--- config.mk ---
export PLATFORM = sky130hd
export DESIGN_NAME = fifo_wptr_full
export DESIGN_NICKNAME = d
export VERILOG_FILES = /design/src/rtl/fifo_ptr_pkg.sv /design/src/rtl/ptr_gray2bin.sv /design/src/rtl/fifo_wptr_full.sv
export SDC_FILE = /design/constraint.sdc
export NUM_CORES = 1
export LEC_CHECK = 0
export ABC_AREA = 1
export CORE_MARGIN = 8
export CORE_UTILIZATION = 51
export DETAILED_ROUTE_END_ITERATION = 8
export GPL_TIMING_DRIVEN = 0
export MAX_ROUTING_LAYER = met4
export PLACE_DENSITY = 0.83
export SYNTH_ARGS = -nofsm -noshare
export SYNTH_HDL_FRONTEND = slang
export SYNTH_SLANG_ARGS = --single-unit
--- constraint.sdc ---
create_clock -name clk -period 4.8 [get_ports clk]
set_clock_uncertainty 0.1 [all_clocks]
set_input_delay 0.96 -clock clk [delete_from_list [all_inputs] [get_ports clk]]
set_output_delay 0.96 -clock clk [all_outputs]
set_load 0.1 [all_outputs]
--- src/rtl/fifo_ptr_pkg.sv ---
// Shared helpers for async-FIFO pointer blocks: Gray/binary conversion on up to 17-bit pointers.
package fifo_ptr_pkg;

   localparam int unsigned DEFAULT_ADDR_W = 4;
   localparam int unsigned MAX_PTR_W      = 17;

   typedef logic [MAX_PTR_W-1:0] ptr_t;

   // Low w bits set; w == MAX_PTR_W wraps to all ones.
   function automatic ptr_t ptr_mask(input int unsigned w);
      return (ptr_t'(1) << w) - ptr_t'(1);
   endfunction

   function automatic ptr_t bin2gray(input ptr_t b, input int unsigned w);
      ptr_t v;
      v = b & ptr_mask(w);
      return v ^ (v >> 1);
   endfunction

   function automatic ptr_t gray2bin(input ptr_t g, input int unsigned w);
      ptr_t v;
      ptr_t r;
      v = g & ptr_mask(w);
      r = v;
      for (int i = 1; i < MAX_PTR_W; i++) begin
         r = r ^ (v >> i);
      end
      return r;
   endfunction

endpackage

--- src/rtl/ptr_gray2bin.sv ---
// Combinational Gray-to-binary converter: each binary bit is the XOR of all Gray bits at or above it.
module ptr_gray2bin #(
   parameter int unsigned WIDTH = 5
) (
   input  logic [WIDTH-1:0] gray,
   output logic [WIDTH-1:0] bin
);

   logic acc;

   always_comb begin
      acc = 1'b0;
      bin = '0;
      for (int i = WIDTH - 1; i >= 0; i--) begin
         acc    = acc ^ gray[i];
         bin[i] = acc;
      end
   end

endmodule

--- src/rtl/fifo_wptr_full.sv ---
// Async-FIFO write pointer, Gray pointer output, and full / almost-full / level flags.
// Optional macro WPTR_SYNC_EN adds a 2-flop synchronizer on rptr_gray_in.
module fifo_wptr_full
   import fifo_ptr_pkg::*;
#(
   parameter int unsigned  ADDR_W    = DEFAULT_ADDR_W,
   parameter int unsigned  AF_THRESH = 12,
   localparam int unsigned PTR_W     = ADDR_W + 1
) (
   input  logic              clk,
   input  logic              rst_n,
   input  logic              winc,
   input  logic [PTR_W-1:0]  rptr_gray_in,
   output logic [ADDR_W-1:0] waddr,
   output logic [PTR_W-1:0]  wptr_gray,
   output logic              wen,
   output logic              wfull,
   output logic              wafull,
   output logic [PTR_W-1:0]  wlevel
);

   localparam logic [PTR_W-1:0] AfLevel = PTR_W'(AF_THRESH);

   logic [PTR_W-1:0] wbin_q, wbin_d;
   logic [PTR_W-1:0] wgray_q, wgray_d;
   logic [PTR_W-1:0] wlevel_q, wlevel_d;
   logic             wfull_q, wfull_d;
   logic             wafull_q, wafull_d;
   logic [PTR_W-1:0] rq;
   logic [PTR_W-1:0] rbin;

`ifdef WPTR_SYNC_EN
   logic [PTR_W-1:0] sync1_q, sync2_q;

   always_ff @(posedge clk or negedge rst_n) begin
      if (!rst_n) begin
         sync1_q <= '0;
         sync2_q <= '0;
      end else begin
         sync1_q <= rptr_gray_in;
         sync2_q <= sync1_q;
      end
   end

   assign rq = sync2_q;
`else
   assign rq = rptr_gray_in;
`endif

   ptr_gray2bin #(
      .WIDTH (PTR_W)
   ) u_rq_gray2bin (
      .gray (rq),
      .bin  (rbin)
   );

   assign wen = winc & ~wfull_q;

   always_comb begin
      wbin_d   = wbin_q + PTR_W'(wen);
      wgray_d  = PTR_W'(bin2gray(ptr_t'(wbin_d), PTR_W));
      // Full when the write pointer is exactly one lap ahead of the read pointer.
      wfull_d  = (wgray_d == {~rq[PTR_W-1:PTR_W-2], rq[PTR_W-3:0]});
      wlevel_d = wbin_d - rbin;
      wafull_d = (wlevel_d >= AfLevel);
   end

   always_ff @(posedge clk or negedge rst_n) begin
      if (!rst_n) begin
         wbin_q   <= '0;
         wgray_q  <= '0;
         wfull_q  <= 1'b0;
         wafull_q <= 1'b0;
         wlevel_q <= '0;
      end else begin
         wbin_q   <= wbin_d;
         wgray_q  <= wgray_d;
         wfull_q  <= wfull_d;
         wafull_q <= wafull_d;
         wlevel_q <= wlevel_d;
      end
   end

   assign waddr     = wbin_q[ADDR_W-1:0];
   assign wptr_gray = wgray_q;
   assign wfull     = wfull_q;
   assign wafull    = wafull_q;
   assign wlevel    = wlevel_q;

endmodule

==> impl_metrics.ini <==
[outcome]
status = completed

[clock_tree]
clkSinkCount = 16
postCtsSetupRepairBufs = 0
clkTransAtPathRegs_ns = 0.08
cts_hold_buffers = 0
root_buffer = clkbuf_4
cts-htree-levels = 1
cts-resized-gates = 0
tritoncts = done
clk_latency_ns = 0.28
cts_buffer_depth = 2
cts_buffers = 3

[hold_path]
hold_class = flop to flop
min_path_cells = 2

[timing]
finalSetupTns_ns = 0
slew_violations = 0
fin_crit_sh_pct = 79.2
period_minus_slack_ns = 3.80
rsz0062_at_grt = false
worstMarginPinSlew_ns = 0.996
max_freq_mhz = 263
setup_viol = 0
hold_viol = 0
relSlewSlack_pct = 33.4

[routing]
wl_per_cell_um = 12.2
avgViaCountPerCell = 5.06
drc = 0
drt_wl_total_mm = 2.00
vias = 830
dr.pass1.iters = 5
antenna_left = 0
first_iter_violations = 18

[global_route]
gr-total-overflow = 0
grt_max_degree = 17
grt_usage_pct = 12.8
grt_pass1_vias = 772
grt_pass1_wl_mm = 3.34
antenna_found_initial = 0

[synthesis]
ys_warn_count = 0
synth_top_cells_by_area = dfrtp_1 (42%), nand2_1 (13%), ha_1 (7.9%), inv_1 (5.9%), nand3_1 (4.8%)
synth_top_area_cell = dfrtp_1
synth.avg_cell_area_um2 = 8.46
ys_ff_latch = 16
syn_area_um2 = 947
syn_inst = 112
synth_fp_nets = 127
synth.distinct_cells = 20
netlist.area_leader.share_pct = 42.3
yosysSeqAreaShare_pct = 42.3

[floorplan]
die_width_um = 59.1
die-area_um2 = 3490
core_um2 = 1750
ios = 25
die_h_um = 59.1
start_util_pct = 54.3
rows = 15

[placement]
place_hpwl_mm = 1.66
dpl-instance-area_um2 = 1220
gp_congestion = 0.828
dp.cells = 161
port_buffers = 24

[worst_setup_path]
cp.arrival_ns = 2.74
reg2regPathDepth = 12
cp_max_fo = 2
required_ns = 3.74
crit_type = input port to output pin
cp-start-kind = input port
endpoint_kind = output pin

[flow_run]
cap_violations = 0

[layout]
regArea_um2 = 400
nFillCells = 143
num_antenna_cells = 0
drive_gt1_share_pct = 14.4
synthToLayoutAreaGrowth_pct = 31.0
instances_no_fill = 164
multiInputGateArea_um2 = 475
finalNetCount = 156
design_area_um2 = 1240
[cells by family after synthesis]
group / Yosys count / share of synthesized area, %
compound gates: 3 / 1.85
xor+xnor: 4 / 3.70
fa+ha+maj: 7 / 10.0
buf+inv: 18 / 7.53
flops: 16 / 42.3
simple gates: 64 / 34.6
[cells in the mapped netlist, drive strengths merged]
cell,instances
nand2,42
inv,17
dfrtp,16
nand3,12
ha,6
nand4,4
nor2,4
or2,2
xnor2,2
xor2,2
a211oi,1
a21oi,1
buf,1
fa,1
o21ai,1
[metal layers]
layer  up-vias  GRT usage (%)  routed length (µm)
met4         0           7.17                  42
met1       385           14.5                 856
li1        408              -                   -
met2        32           21.3                1000
met3         5           1.52                  99
met5         -              -                   0
[worst max-delay path: stages]
cell and delay, ns:
clkdlybuf4s50_1 0.47, inv_1 0.04, nor2_1 0.12, clkdlybuf4s50_1 1.15
[final timing paths]
kind                           start        end  slack [ns]
setup / recovery                winc        wen         1.0
max in group asynchronous      rst_n  wlevel[2]        3.17
hold reg to reg            wbin_q[4]  wbin_q[4]        0.50
hold / removal             wbin_q[4]  wbin_q[4]        0.50
min in group asynchronous      rst_n  wbin_q[2]        0.99
setup reg to reg               wfull     wafull        2.28
[layout make-up]
class / count / area share (%)
multi-input combinational: 78 / 38.3
sequential: 16 / 32.3
timing repair buffer: 24 / 19.4
inverter: 17 / 5.14
tap: 25 / 2.52
clock buffer: 3 / 1.81
buffer: 1 / 0.605
[sequential cells by signal, indices dropped and copies added (netlist names)]
register and count:
wfull 1, wbin_q 5, wlevel 5, wptr_gray 4, wafull 1
[per-stage QoR]
step	util [%]	setup WS (ns)	hold slack, ns
3_3_place_gp	69.8	1.03	0.453
5_1_grt	71.1	0.971	0.522
6_report	71.1	0.999	0.504
2_1_floorplan	-	0.561	0.564
4_1_cts	71.1	0.984	0.501
3_5_place_dp	69.8	0.991	0.482
[placed cells by master (no fill, tap or decap), drive strengths merged]
cell and count:
ha 6, clkbuf 3, a211oi 1, inv 17, dfrtp 16, o21ai 1
nand4 4, xor2 2, clkdlybuf4s50 24, or2 2, nand3 12, nor2 4
nand2 42, a21oi 1, xnor2 2, buf 1, fa 1
Power is left out: the tool's default activity adds up to more than one toggle a clock period on the data nets, which glitch-free logic cannot reach.
